File: src/rtl/tbird_switch_ctrl_pkg.sv
// Shared mode encoding and sizing helper for the T-bird switch front end.
package tbird_pkg;

    typedef enum logic [1:0] {
        MODE_IDLE   = 2'd0,
        MODE_LEFT   = 2'd1,
        MODE_RIGHT  = 2'd2,
        MODE_HAZARD = 2'd3
    } mode_e;

    // Width of a counter that must hold 0..n-1; never narrower than one bit.
    function automatic int cnt_width(input int n);
        return (n <= 2) ? 1 : $clog2(n);
    endfunction

endpackage

File: src/rtl/tbird_switch_ctrl_if.sv
// Raw switch inputs and sequencer controls between the switch panel and the controller.
interface tbird_switch_ctrl_if;
    logic       RAW_HAZ;
    logic       RAW_LEFT;
    logic       RAW_RIGHT;
    logic       SW0;
    logic       SW1;
    logic       SW2;
    logic       STEP;
    logic [1:0] MODE;

    // Level signals, no handshake: raw switches flow in, registered controls flow out.
    modport master (
        output RAW_HAZ, RAW_LEFT, RAW_RIGHT,
        input  SW0, SW1, SW2, STEP, MODE
    );

    modport slave (
        input  RAW_HAZ, RAW_LEFT, RAW_RIGHT,
        output SW0, SW1, SW2, STEP, MODE
    );
endinterface

File: src/rtl/tbird_switch_ctrl_sw_debounce.sv
// Two-flop synchronizer followed by a stable-count debouncer for one raw switch.
module sw_debounce
    import tbird_pkg::*;
#(
    parameter int DEB_CYCLES = 16
) (
    input  logic clk,
    input  logic rst_n,
    input  logic raw,
    output logic deb
);
    localparam int CW = cnt_width(DEB_CYCLES);
    localparam logic [CW-1:0] CNT_LAST = CW'(DEB_CYCLES - 1);

    logic          sync1_q, sync1_d;
    logic          sync2_q, sync2_d;
    logic          deb_q, deb_d;
    logic [CW-1:0] cnt_q, cnt_d;

    always_comb begin
        sync1_d = raw;
        sync2_d = sync1_q;
        deb_d   = deb_q;
        cnt_d   = '0;
        // Any cycle of agreement restarts the count, so short glitches never flip deb.
        if (sync2_q != deb_q) begin
            if (cnt_q == CNT_LAST) begin
                deb_d = ~deb_q;
            end else begin
                cnt_d = cnt_q + 1'b1;
            end
        end
    end

    always_ff @(posedge clk or negedge rst_n) begin
        if (!rst_n) begin
            sync1_q <= 1'b0;
            sync2_q <= 1'b0;
            deb_q   <= 1'b0;
            cnt_q   <= '0;
        end else begin
            sync1_q <= sync1_d;
            sync2_q <= sync2_d;
            deb_q   <= deb_d;
            cnt_q   <= cnt_d;
        end
    end

    assign deb = deb_q;
endmodule

File: src/rtl/tbird_switch_ctrl.sv
// Debounces the driver switches, arbitrates one mode and updates sequencer
// controls only on step boundaries so the light pattern never changes mid-step.
module tbird_switch_ctrl
    import tbird_pkg::*;
#(
    parameter int DEB_CYCLES = 16,
    parameter int STEP_DIV   = 4
) (
    input  logic         CLK,
    input  logic         RST_N,
    tbird_switch_ctrl_if.slave bus
);
    localparam int PW = cnt_width(STEP_DIV);
    localparam logic [PW-1:0] PRE_LAST = PW'(STEP_DIV - 1);

    logic          deb_haz, deb_left, deb_right;
    logic [PW-1:0] pre_q, pre_d;
    logic          step;
    mode_e         req;
    mode_e         state_q, state_d;
    logic          sw0_q, sw0_d;
    logic          sw1_q, sw1_d;
    logic          sw2_q, sw2_d;

    sw_debounce #(.DEB_CYCLES(DEB_CYCLES)) u_deb_haz (
        .clk(CLK), .rst_n(RST_N), .raw(bus.RAW_HAZ), .deb(deb_haz)
    );
    sw_debounce #(.DEB_CYCLES(DEB_CYCLES)) u_deb_left (
        .clk(CLK), .rst_n(RST_N), .raw(bus.RAW_LEFT), .deb(deb_left)
    );
    sw_debounce #(.DEB_CYCLES(DEB_CYCLES)) u_deb_right (
        .clk(CLK), .rst_n(RST_N), .raw(bus.RAW_RIGHT), .deb(deb_right)
    );

    assign step  = (pre_q == PRE_LAST);
    assign pre_d = step ? '0 : pre_q + 1'b1;

    // Both turn switches at once are treated as a hazard request.
    always_comb begin
        req = MODE_IDLE;
        if (deb_haz || (deb_left && deb_right)) begin
            req = MODE_HAZARD;
        end else if (deb_left) begin
            req = MODE_LEFT;
        end else if (deb_right) begin
            req = MODE_RIGHT;
        end
    end

    always_comb begin
        state_d = state_q;
        sw0_d   = sw0_q;
        sw1_d   = sw1_q;
        sw2_d   = sw2_q;
        if (step) begin
            state_d = req;
            sw1_d   = (req == MODE_LEFT);
            sw2_d   = (req == MODE_RIGHT);
            // Hazard starts lit and then blinks once per step while it persists.
            if (req == MODE_HAZARD) begin
                sw0_d = (state_q == MODE_HAZARD) ? ~sw0_q : 1'b1;
            end else begin
                sw0_d = 1'b0;
            end
        end
    end

    always_ff @(posedge CLK or negedge RST_N) begin
        if (!RST_N) begin
            pre_q   <= '0;
            state_q <= MODE_IDLE;
            sw0_q   <= 1'b0;
            sw1_q   <= 1'b0;
            sw2_q   <= 1'b0;
        end else begin
            pre_q   <= pre_d;
            state_q <= state_d;
            sw0_q   <= sw0_d;
            sw1_q   <= sw1_d;
            sw2_q   <= sw2_d;
        end
    end

    assign bus.SW0  = sw0_q;
    assign bus.SW1  = sw1_q;
    assign bus.SW2  = sw2_q;
    assign bus.STEP = step;
    assign bus.MODE = state_q;
endmodule

File: src/flat_wrapper.sv
// flat-port wrapper written by rule: the top's interface ports become plain ports
module tbird_switch_ctrl_flat import tbird_pkg::*;
#(
    parameter int DEB_CYCLES = 16,
    parameter int STEP_DIV   = 4
)
  (CLK, RST_N, bus_RAW_HAZ, bus_RAW_LEFT, bus_RAW_RIGHT, bus_SW0, bus_SW1, bus_SW2, bus_STEP, bus_MODE);
  tbird_switch_ctrl_if bus_i ();
  input  logic CLK;
  input  logic RST_N;
  input wire logic [$bits(bus_i.RAW_HAZ)-1:0] bus_RAW_HAZ;
  input wire logic [$bits(bus_i.RAW_LEFT)-1:0] bus_RAW_LEFT;
  input wire logic [$bits(bus_i.RAW_RIGHT)-1:0] bus_RAW_RIGHT;
  output wire logic [$bits(bus_i.SW0)-1:0] bus_SW0;
  output wire logic [$bits(bus_i.SW1)-1:0] bus_SW1;
  output wire logic [$bits(bus_i.SW2)-1:0] bus_SW2;
  output wire logic [$bits(bus_i.STEP)-1:0] bus_STEP;
  output wire logic [$bits(bus_i.MODE)-1:0] bus_MODE;
  assign bus_i.RAW_HAZ = bus_RAW_HAZ;
  assign bus_i.RAW_LEFT = bus_RAW_LEFT;
  assign bus_i.RAW_RIGHT = bus_RAW_RIGHT;
  assign bus_SW0 = bus_i.SW0;
  assign bus_SW1 = bus_i.SW1;
  assign bus_SW2 = bus_i.SW2;
  assign bus_STEP = bus_i.STEP;
  assign bus_MODE = bus_i.MODE;
  tbird_switch_ctrl #(.DEB_CYCLES(DEB_CYCLES), .STEP_DIV(STEP_DIV)) u_core (.CLK(CLK), .RST_N(RST_N), .bus(bus_i));
endmodule
File: config.mk
export PLATFORM = sky130hd
export DESIGN_NAME = tbird_switch_ctrl_flat
export DESIGN_NICKNAME = d
export VERILOG_FILES = /design/src/rtl/tbird_switch_ctrl_pkg.sv /design/src/rtl/tbird_switch_ctrl_if.sv /design/src/rtl/tbird_switch_ctrl_sw_debounce.sv /design/src/rtl/tbird_switch_ctrl.sv /design/src/flat_wrapper.sv
export SDC_FILE = /design/constraint.sdc
export NUM_CORES = 1
export LEC_CHECK = 0
export BUFFER_PORTS_ARGS = -buffer_cell sky130_fd_sc_hd__buf_2
export CORE_UTILIZATION = 45
export DETAILED_ROUTE_END_ITERATION = 10
export PLACE_DENSITY = 0.64
export SYNTH_ARGS = -nofsm -noshare
export SYNTH_HDL_FRONTEND = slang
export SYNTH_SLANG_ARGS = --single-unit
File: constraint.sdc
create_clock -name CLK -period 3.6 [get_ports CLK]
set_clock_uncertainty 0.15 [all_clocks]
set_input_delay 0.54 -clock CLK [delete_from_list [all_inputs] [get_ports CLK]]
set_output_delay 0.54 -clock CLK [all_outputs]
set_load 0.05 [all_outputs]
---- After elaboration in Yosys (flattened, before gate mapping) ----
Index checks and enable logic that the tools add are counted.
storage, ports and cells
  RAM bits ................................ 0
  latch bits .............................. 0
  memories kept ........................... 0
  register bits ........................... 28
  ROM bits ................................ 0
operators by class
  bitwise logic cells ..................... 4
  $add $sub $neg .......................... 4
  shifts and indexed selects .............. 0
  div/mod/pow operators ................... 0
  multiply operators ...................... 0
  reduce and logical (&&, ||, !) cells .... 5
  $lt $le $gt $ge ......................... 0
  muxes and demuxes ....................... 12
  equal/unequal tests ..................... 11
operators by type and width
  kind                                                              count
  4-bit 2-to-1 mux                                                  6
  4-bit by 1-bit adder with 4-bit output (second input constant)    3
  4-bit == test (second input constant)                             3
  2-bit == test (second input constant)                             4
  2-bit 2-to-1 mux                                                  4
  2-bit AND reduction                                               3
  1-bit NOT                                                         4
  1-bit inequality test                                             3
  2-bit by 1-bit adder with 2-bit output (second input constant)    1
  2-bit by 1-bit == test with 1-bit output (second input constant)  1
  1-bit 2-to-1 mux                                                  2
  1-bit logical AND                                                 1
  1-bit logical OR                                                  1

---- Longest topological paths before layout ----
Gate-level depths: netlist of the first run.
  word-level depth ........................ 5
  gate-level depth with buffers ........... 4
  gate-level depth less buffers ........... 4

---- By module ----
From an unflattened synthesis of the first run, not the netlist that was laid out.
unflattened totals
  cells, all modules ...................... 78
  area total of the unflattened synthesis .. 1101.1 um^2
by module, submodules not included
  module             seq. area each (um^2)  area each (um^2)  cells an instance  instances
  sw_debounce        175.2                  270.3             18                 3
  tbird_switch_ctrl  175.2                  290.3             24                 1

---- Worst setup path before layout of the first run ----
No wires, ideal clock.
  path type ............................... register to register
  start ................................... reg u_core.pre_q[0]
  end ..................................... reg u_core.sw0_q, in the netlist u_core.bus.SW0
  arrival time ............................ 1.399 ns
  path slack .............................. 1.926 ns
  required time ........................... 3.325 ns
  setup time .............................. 0.125 ns
  stages on the path, launching flop included .. 4
  cells stage by stage .................... dfrtp_1 ha_1 buf_2 mux2_2
on the way
  word-level cells in the longest chain between the ends .. 1
ends and longest elaborated chain
  element                   RTL line                 source
  start: declaration        tbird_switch_ctrl.sv:17  logic [PW-1:0] pre_q, pre_d;
  start signal: assignment  tbird_switch_ctrl.sv:76  pre_q <= pre_d;
  2-bit == test             tbird_switch_ctrl.sv:35  assign step = (pre_q == PRE_LAST);
  net bus_STEP              flat_wrapper.sv:17       output wire logic [$bits(bus_i.STEP)-1:0] bus_STEP;
  end signal: assignment    tbird_switch_ctrl.sv:78  sw0_q <= sw0_d;
  end: declaration          tbird_switch_ctrl.sv:21  logic sw0_q, sw0_d;
The timed path passes the listed nets, and every way through them passes these cells.
A chain may end at the register's enable or synchronous reset.

---- Worst setup path in the final report of the first run ----
  start ................................... reg u_core.pre_q[0]
  end ..................................... out bus_STEP
on the way
  word-level cells in the longest chain between the ends .. 1
ends and longest elaborated chain
  element           RTL line
  2-bit == test     tbird_switch_ctrl.sv:35
  end: declaration  flat_wrapper.sv:17
No other way between the ends.

==> results of run 1 <==
-- synthesized netlist by cell type --
master     n
nand3_1    3
o21ai_0    5
xnor2_1    6
buf_2      1
a21oi_1    9
nand3_2    2
mux2_2     1
nor2_1     8
a31oi_1    1
nor2b_1    3
nand4b_1   3
ha_1       4
mux2_4     3
inv_1      5
nor3b_2    3
dfrtp_1   28
-- report_power, final --
part           total, mW  switching, mW  leakage, nW  internal [mW]
clock network      0.117         0.0778       0.0138         0.0391
logic             0.0282         0.0152        0.182         0.0130
registers          0.336         0.0101        0.366          0.326
total              0.481          0.103        0.561          0.378
-- cells in the final DEF (no fill, tap or decap), types with 4 or more instances in the layout --
master,instances
inv_1,5
buf_2,10
o21ai_0,5
a21oi_1,9
ha_1,4
nor2_1,8
xnor2_1,6
dfrtp_1,28
-- worst register-to-register path, delay by kind of cell (launching register included) --
family                   cells  cell delay (ps)
flip-flops                   1              440
multiplexers                 1              300
adder cells (fa/ha/maj)      1              250
AND/OR/NAND/NOR              1              120
-- cells by family (layout without fill, tap and decap cells) --
family / after synthesis / in the layout / share of synthesized area
DFF: 28 / 28 / 0.633
and+or+nand+nor: 22 / 22 / 0.133
AOI/OAI and AO/OA: 15 / 15 / 0.0689
xor gates and xnor gates: 6 / 6 / 0.0475
buffers and inverters: 6 / 18 / 0.0215
adders and majority gates: 4 / 4 / 0.0452
muxes: 4 / 4 / 0.0508
-- flip-flops by register name (all words and copies together) (netlist names), 2 cells and up --
name / cells
u_core.bus.MODE: 2
u_core.u_deb_left.cnt_q: 4
u_core.u_deb_haz.cnt_q: 4
u_core.u_deb_right.cnt_q: 4
u_core.pre_q: 2
-- area by class of cell --
cell class	count	area [um^2]	area share
inverters	5	18.8	0.0155
repair buffers	10	50.0	0.0414
clock buffers	3	22.5	0.0186
flip-flops and latches	28	701	0.579
multi-input cells	51	383	0.316
well taps	28	35.0	0.0290
-- per-layer routing --
metal  GRT usage  part of all wire
met4      0.0270                 0
met1       0.159              0.51
met3      0.0526             0.039
met2       0.199              0.45
met5           0                 0
-- worst max-delay path by stage --
stage / startpoint / endpoint / slack (ps) / cells after the start
final: u_core.pre_q[0] / bus_STEP / 1570 / 2
after global routing: u_core.pre_q[0] / bus_STEP / 1460 / 2
after CTS: u_core.pre_q[0] / bus_STEP / 1540 / 2
after detailed placement: u_core.pre_q[0] / bus_STEP / 1910 / 2
after global placement: u_core.pre_q[0] / bus_STEP / 1930 / 2
after floorplan: u_core.pre_q[0] / u_core.bus.SW0 / 1930 / 3
-- metrics by stage --
| stage | cell area (um^2) | instances | power, mW | setup slack, ps |
|---|---|---|---|---|
| after floorplan | 1110 | 85 | 0.358 | 1930 |
| after global placement | 1190 | 122 | 0.370 | 1930 |
| after detailed placement | 1190 | 122 | 0.372 | 1910 |
| after CTS | 1210 | 125 | 0.492 | 1540 |
| after global routing | 1210 | 125 | 0.507 | 1460 |
| final | 1210 | 125 | 0.481 | 1570 |
==> run_results.csv, run 1 <==
group,metric,value,unit
floorplan,die_h,51.6,um
worst_setup_path,slowest_stage,"dfrtp_1",
global_routing,grt_pass1_vias,562,
timing,finalHoldViolations,0,
timing,worst_slew_pin_slew,589,ps
timing,slew_headroom,0.607,
run,maxCapViolations,0,
final_layout,syn_to_final_growth,9.27,%
yosys,syn_area,0.00111,mm^2
route,antenna_left,0,
worst_setup_path,worstSetupPathType,"flop to output pin",
worst_setup_path,cp_max_fo,11,
timing,hold_slack,63.0,ps
yosys,synthesis.nets,94,
worst_setup_path,crit_chain,"ha_1, buf_2",
clocking,clk_path_buf_depth,2,
global_routing,grt_usage,0.125,
timing,max_freq,491,MHz
yosys,synthTopCellsByArea,"dfrtp_1 (63%), xnor2_1 (4.7%), ha_1 (4.5%)",
floorplan,coreArea,0.00228,mm^2
final_layout,post_route_cells_drive_above_1_share,0.227,
route,drtPass1Iterations,4,
timing,post-route-period-util,0.565,
worst_setup_path,crit_arrival,1340,ps
yosys,netlist.top_cell.by_area,"dfrtp_1",
global_routing,grt_pass1_wl,2390,um
power_and_ir_drop,peakVddDrop,0.353,mV
clocking,insertion_delay,310,ps
final_layout,final_util,0.532,
final_layout,fillers,190,
yosys,seq_area_frac_synth,0.633,
placed_design,gp_congestion,0.708,
route,wl,1460,um
clocking,cts_tree,"built",
yosys,ys_ff_latch,28,
final_layout,nets,108,
placed_design,port_buffers,10,
worst_setup_path,reg2reg_from,"u_core.u_deb_haz.cnt_q[0]",
final_layout,diodes,0,
power_and_ir_drop,p_per_area,398,mW/mm^2
yosys,syn_area_per_cell,13.0,um^2
yosys,synth_cell_type_count,16,
clocking,cts_setup_buffers,0,
yosys,yosys_warnings,0,
worst_setup_path,rrSetupSlack,2230,ps
worst_setup_path,max_stage_delay,370,ps
clocking,cts_resized,0,
floorplan,chipWidth,51.6,um
timing,period_minus_slack,2030,ps
floorplan,pin_count,11,
worst_hold_path,hold_class,"input port to asynchronous set/reset pin",
route,drc,0,
yosys,syn-instance-count,85,
global_routing,antenna_found_initial,0,
clocking,path_clk_slew,130,ps
worst_setup_path,cp-start-kind,"flop",
clocking,root_buffer,"clkbuf_4",
power_and_ir_drop,p_leak,0.561,nW
worst_setup_path,worst_r2r_endpoint,"u_core.u_deb_haz.deb",
worst_setup_path,path_buf_inv,1,
global_routing,grt-ovfl-total,0,
worst_setup_path,path_delay_family,"flip-flops",
outcome,status,"completed",
worst_setup_path,cp.required,2910,ps
route,first_iter_violations,9,
placed_design,dp_hpwl,1070,um
clocking,cts_max_level,1,
route,via_per_inst,5.18,
timing,slew_violations,0,
floorplan,die_area,0.00266,mm^2
route,route.detailed.wl_per_inst,11.7,um
clocking,postCtsHoldBufs,0,
route,routed-via-count,647,
clocking,clock-sinks,28,
yosys,synth.top_cell.area_share,0.633,
worst_setup_path,worstSetupEndpointType,"output pin",
timing,setup-tns-final,0,ps
timing,rsz0062_at_grt,"no",
floorplan,start_util,0.487,
global_routing,grt_max_degree,29,
clocking,numCtsBuffers,3,
floorplan,rows,17,
worst_setup_path,reg2regPathDepth,3,
timing,finalSetupViolations,0,
No activity file was read; power rests on OpenSTA's default activity.
==> run 2, diff against run 1 <==
--- a/config.mk
+++ b/config.mk
@@ -8,7 +8,7 @@
 export BUFFER_PORTS_ARGS = -buffer_cell sky130_fd_sc_hd__buf_2
 export CORE_UTILIZATION = 45
 export DETAILED_ROUTE_END_ITERATION = 10
-export PLACE_DENSITY = 0.64
+export PLACE_DENSITY = 0.67
 export SYNTH_ARGS = -nofsm -noshare
 export SYNTH_HDL_FRONTEND = slang
 export SYNTH_SLANG_ARGS = --single-unit
==> constraint.sdc (replaced) <==
create_clock -name CLK -period 1.65 [get_ports CLK]
set_clock_uncertainty 0.15 [all_clocks]
set_input_delay 0.2475 -clock CLK [delete_from_list [all_inputs] [get_ports CLK]]
set_output_delay 0.2475 -clock CLK [all_outputs]
set_load 0.05 [all_outputs]
==> run_results.csv, run 2 (same netlist as run 1, synthesis figures left out) <==
group,metric,value,unit
clocking,clock-sinks,28,
floorplan,rows,17,
global_routing,antenna_found_initial,0,
run,maxCapViolations,0,
power_and_ir_drop,peakVddDrop,0.673,mV
power_and_ir_drop,p_leak,0.586,nW
route,route.detailed.wl_per_inst,12.7,um
power_and_ir_drop,switching_share,0.215,
route,drtPass1Iterations,4,
worst_setup_path,worstSetupEndpointType,"output pin",
power_and_ir_drop,seqPwrFrac,0.655,
worst_setup_path,slowest_stage,"dfrtp_1",
floorplan,coreArea,0.00228,mm^2
route,antenna_left,0,
clocking,root_buffer,"clkbuf_4",
global_routing,grt_pass1_vias,712,
timing,rsz0062_at_grt,"no",
placed_design,gp_congestion,0.760,
final_layout,nets,112,
power_and_ir_drop,finalPower,1.12,mW
clocking,clk_path_buf_depth,2,
floorplan,chipWidth,51.6,um
final_layout,final_util,0.562,
clocking,insertion_delay,320,ps
route,first_iter_violations,8,
clocking,cts_setup_buffers,0,
floorplan,die_h,51.6,um
global_routing,grt_usage,0.149,
global_routing,grt-ovfl-total,0,
worst_setup_path,crit_chain,"ha_4, buf_4",
clocking,cts_max_level,1,
worst_setup_path,worstSetupPathType,"flop to output pin",
floorplan,pin_count,11,
floorplan,die_area,0.00266,mm^2
worst_setup_path,max_stage_delay,430,ps
clocking,numCtsBuffers,3,
power_and_ir_drop,power.share.clock,0.283,
worst_setup_path,cp.required,1250,ps
timing,max_freq,632,MHz
final_layout,multi_input_area,395,um^2
power_and_ir_drop,p_int,0.881,mW
final_layout,regArea,701,um^2
timing,slew_headroom,0.605,
route,drc,0,
floorplan,start_util,0.487,
timing,post-route-period-util,0.959,
placed_design,dp.cells,122,
final_layout,final_common_cell,"dfrtp_1",
timing,finalSetupViolations,0,
timing,setup-tns-final,0,ps
power_and_ir_drop,p_sw,0.242,mW
timing,setup_ws,68.4,ps
outcome,status,"completed",
final_layout,syn_to_final_growth,15.5,%
final_layout,post_route_cells_drive_above_1_share,0.235,
clocking,cts_tree,"built",
final_layout,fillers,198,
global_routing,grt_pass1_wl,2920,um
timing,period_minus_slack,1580,ps
final_layout,diodes,0,
route,wl,1650,um
power_and_ir_drop,p_per_area,878,mW/mm^2
final_layout,most-common-layout-cells,"dfrtp_1 (28), a21oi_1 (9), buf_2 (9)",
power_and_ir_drop,comb_power_share,0.062,
worst_setup_path,cp-start-kind,"flop",
clocking,path_clk_slew,140,ps
placed_design,dp_hpwl,1200,um
route,routed-via-count,665,
route,via_per_inst,5.12,
final_layout,instances_no_fill,130,
timing,slew_violations,0,
timing,worst_slew_pin_slew,593,ps
placed_design,port_buffers,10,
worst_setup_path,crit_arrival,1180,ps
timing,finalHoldViolations,0,
final_layout,largest_registers,"u_core.u_deb_haz.cnt_q x4, u_core.u_deb_left.cnt_q x4, u_core.u_deb_right.cnt_q x4",
worst_hold_path,hold_class,"flop to flop",
placed_design,place_ws,291,ps
global_routing,grt_max_degree,29,
worst_setup_path,cp_max_fo,11,
==> run 2: cell types whose count changed in the layout (fill, tap and decap cells not counted), sizes merged <==
cell / before / now
clkbuf: 3 / 4
dlygate4sd3: 0 / 4
==> run 2: critical path, delay by kind of cell, from the launching register on <==
kind | cells | cell delay, ps
adder cells (fa/ha/maj) | 1 | 220
buffers and inverters | 1 | 210
flip-flops | 1 | 430
==> run 2: power by group through the flow <==
stage / Sequential, mW / Combinational, mW / Clock (mW)
after floorplan: 0.743 / 0.0387 / 0
after global placement: 0.746 / 0.0622 / 0
after detailed placement: 0.748 / 0.0639 / 0
after CTS: 0.735 / 0.0717 / 0.335
after global routing: 0.739 / 0.0805 / 0.358
final: 0.735 / 0.0694 / 0.318
==> run 2: cell type report <==
cell class,instances,share of cell area
sequential,28,0.548
multi-input combinational,51,0.309
timing repair buffer,14,0.0724
clock buffer,4,0.0284
tap,28,0.0274
inverter,5,0.0147
==> run 2: layer usage <==
layer / GRT usage / vias up / share of wire
li1: - / 323 / -
met4: 0.0135 / 0 / 0
met5: 0 / - / 0
met3: 0.0526 / 0 / 0.042
met2: 0.273 / 14 / 0.52
met1: 0.172 / 328 / 0.43
==> run 2: through the flow <==
step | hold slack (ps) | cell area, um^2
5_1_grt | 229 | 1280
3_3_place_gp | 135 | 1190
4_1_cts | 220 | 1280
2_1_floorplan | -198 | 1110
6_report | 217 | 1280
3_5_place_dp | 138 | 1190
==> run 2: repair_timing <==
item,4_1_cts,5_1_grt
hold endpoints to repair,31,0
resized for setup,2,0
setup endpoints to repair,1,0
hold buffers,4,0
==> run 2: path summary, 6_finish.rpt <==
path                                           start                          to  slack (ps)  cells past startpoint
setup / recovery                     u_core.pre_q[0]                    bus_STEP          70                      2
hold / removal             u_core.u_deb_left.sync1_q   u_core.u_deb_left.sync2_q         220                      0
setup reg to reg           u_core.u_deb_haz.cnt_q[0]        u_core.u_deb_haz.deb         280                      3
hold reg to reg            u_core.u_deb_left.sync1_q   u_core.u_deb_left.sync2_q         220                      0
max in group asynchronous                      RST_N    u_core.u_deb_haz.sync2_q         660                      2
min in group asynchronous                      RST_N  u_core.u_deb_left.cnt_q[3]         290                      2
==> run 3, diff against run 2 <==
--- a/config.mk
+++ b/config.mk
@@ -5,10 +5,11 @@
 export SDC_FILE = /design/constraint.sdc
 export NUM_CORES = 1
 export LEC_CHECK = 0
-export BUFFER_PORTS_ARGS = -buffer_cell sky130_fd_sc_hd__buf_2
+export BUFFER_PORTS_ARGS = -buffer_cell sky130_fd_sc_hd__clkbuf_2
 export CORE_UTILIZATION = 45
 export DETAILED_ROUTE_END_ITERATION = 10
 export PLACE_DENSITY = 0.67
 export SYNTH_ARGS = -nofsm -noshare
 export SYNTH_HDL_FRONTEND = slang
+export SYNTH_HIERARCHICAL = 1
 export SYNTH_SLANG_ARGS = --single-unit
==> run_results.csv, run 3 <==
group,metric,value,unit
final_layout,nets,106,
global_routing,grt_usage,0.137,
worst_setup_path,worstSetupPathType,"flop to output pin",
final_layout,most-common-layout-cells,"dfrtp_1 (28), clkbuf_2 (9), nor2_1 (9)",
global_routing,grt-ovfl-total,0,
worst_setup_path,cp-start-kind,"flop",
clocking,clock-sinks,28,
power_and_ir_drop,p_int,0.880,mW
route,via_per_inst,5.31,
timing,finalHoldViolations,0,
yosys,syn-instance-count,78,
final_layout,final_util,0.560,
power_and_ir_drop,p_sw,0.234,mW
floorplan,die_area,0.00265,mm^2
floorplan,start_util,0.488,
power_and_ir_drop,switching_share,0.210,
floorplan,die_h,51.5,um
clocking,insertion_delay,310,ps
global_routing,grt_pass1_wl,2620,um
floorplan,rows,17,
worst_setup_path,reg2regPathDepth,3,
final_layout,final_common_cell,"dfrtp_1",
yosys,syn_area_per_cell,14.1,um^2
clocking,path_clk_slew,140,ps
timing,setup_ws,88.8,ps
yosys,synthFlopType,"dfrtp_1",
worst_setup_path,worst_r2r_endpoint,"u_core/u_deb_right/deb",
yosys,seq_area_frac_synth,0.636,
power_and_ir_drop,p_per_area,882,mW/mm^2
timing,setup-tns-final,0,ps
yosys,ys_ff_latch,28,
yosys,synth_most_common_cell,"dfrtp_1",
power_and_ir_drop,power.share.clock,0.281,
floorplan,pin_count,11,
route,first_iter_violations,14,
yosys,syn_area,0.00110,mm^2
placed_design,place_ws,296,ps
yosys,netlist.top_cell.by_area,"dfrtp_1",
final_layout,instances_no_fill,124,
route,wl,1490,um
power_and_ir_drop,comb_power_share,0.062,
yosys,yosys_warnings,6,
timing,slew_violations,0,
timing,slew_headroom,0.563,
clocking,cts_max_level,1,
yosys,ys_top_cells_by_count,"dfrtp_1 (28), nor2_1 (9), xnor2_1 (6)",
global_routing,grt_max_degree,29,
route,route.detailed.wl_per_inst,12.0,um
power_and_ir_drop,p_leak,0.609,nW
timing,max_freq,641,MHz
yosys,synth.top_cell.area_share,0.636,
power_and_ir_drop,peakVddDrop,0.533,mV
worst_hold_path,min_from,"u_core/u_deb_haz/sync1_q",
worst_hold_path,holdPathEnd,"u_core/u_deb_haz/sync2_q",
worst_setup_path,cp_max_fo,8,
final_layout,fin_area,0.00126,mm^2
floorplan,chipWidth,51.5,um
yosys,ys_async_sr_fraction,1.00,
placed_design,port_buffers,10,
worst_setup_path,cp.required,1250,ps
worst_setup_path,crit_arrival,1160,ps
placed_design,postPlaceCellArea,0.00118,mm^2
global_routing,antenna_found_initial,0,
power_and_ir_drop,finalPower,1.11,mW
route,drc,0,
timing,post-route-period-util,0.946,
final_layout,syn_to_final_growth,14.8,%
worst_hold_path,holdPathStages,0,
worst_setup_path,worstSetupEndpointType,"output pin",
final_layout,largest_registers,"u_core/u_deb_haz/cnt_q x4, u_core/u_deb_left/cnt_q x4, u_core/u_deb_right/cnt_q x4",
placed_design,gp_congestion,0.709,
yosys,synthTopCellsByArea,"dfrtp_1 (64%), xnor2_1 (4.8%), ha_1 (4.5%)",
route,routed-via-count,659,
clocking,root_buffer,"clkbuf_4",
worst_setup_path,rrSetupSlack,300,ps
clocking,cts_setup_buffers,0,
clocking,clk_path_buf_depth,2,
yosys,synth_cell_type_count,16,
timing,worst_slew_pin_slew,655,ps
worst_hold_path,hold_class,"flop to flop",
route,drtPass1Iterations,4,
final_layout,post_route_cells_drive_above_1_share,0.271,
clocking,cts_tree,"built",
timing,finalSetupViolations,0,
floorplan,coreArea,0.00225,mm^2
placed_design,dp_hpwl,1020,um
final_layout,diodes,0,
worst_setup_path,reg2reg_from,"u_core/u_deb_right/cnt_q[0]",
placed_design,dp.cells,116,
yosys,synth-edff-count,0,
run,maxCapViolations,0,
global_routing,grt_pass1_vias,640,
yosys,synthesis.nets,87,
timing,rsz0062_at_grt,"no",
route,antenna_left,0,
timing,period_minus_slack,1560,ps
power_and_ir_drop,seqPwrFrac,0.658,
clocking,numCtsBuffers,3,
timing,hold_slack,214,ps
outcome,status,"completed",
## run 3: critical path, stage by stage (launching register included)
cell,delay (ps)
dfrtp_1,380
ha_2,250
buf_4,220
## run 3: how the worst max path moves through the flow
stage                     depth (start not counted)            start  slack (ps)             end
after floorplan                                   4  u_core/pre_q[0]          90  u_core/bus.SW0
after global placement                            2  u_core/pre_q[0]         330        bus_STEP
after detailed placement                          2  u_core/pre_q[0]         300        bus_STEP
after CTS                                         2  u_core/pre_q[0]          40        bus_STEP
after global routing                              2  u_core/pre_q[0]          10        bus_STEP
final                                             2  u_core/pre_q[0]          90        bus_STEP
## run 3: cell families (layout without fill, tap and decap cells)
family | Yosys count | in the layout | share of synthesized area
simple gates | 21 | 21 | 0.117
compound gates | 15 | 15 | 0.102
xor+xnor | 6 | 6 | 0.0477
fa+ha+maj | 4 | 4 | 0.0455
flops | 28 | 28 | 0.636
buf+inv | 1 | 19 | 0.0102
mux | 3 | 3 | 0.0409
## run 3: power groups by stage
stage	logic [mW]	clock network [mW]	registers (mW)
final	0.0686	0.313	0.733
after global routing	0.0793	0.355	0.737
after CTS	0.0702	0.332	0.733
after detailed placement	0.0619	0	0.747
after global placement	0.0603	0	0.745
after floorplan	0.0380	0	0.743
## run 3: layer usage
metal / wire [um] / GRT usage
met1: 728 / 0.172
met2: 662 / 0.216
met3: 76 / 0.0357
met4: 23 / 0.0676
met5: 0 / 0
## run 3: final cells by class
class | instances | area (um^2)
clock buffer | 4 | 36.3
fill | 197 | 991
tap | 28 | 35.0
timing repair buffer | 15 | 100
sequential | 28 | 701
multi-input combinational | 49 | 392
## run 3: what timing repair did
item                                    in CTS  in global routing
hold endpoints to repair                    31                  0
gates resized for setup                      2                  1
hold buffers                                 4                  0
endpoints found under the setup margin       1                  1
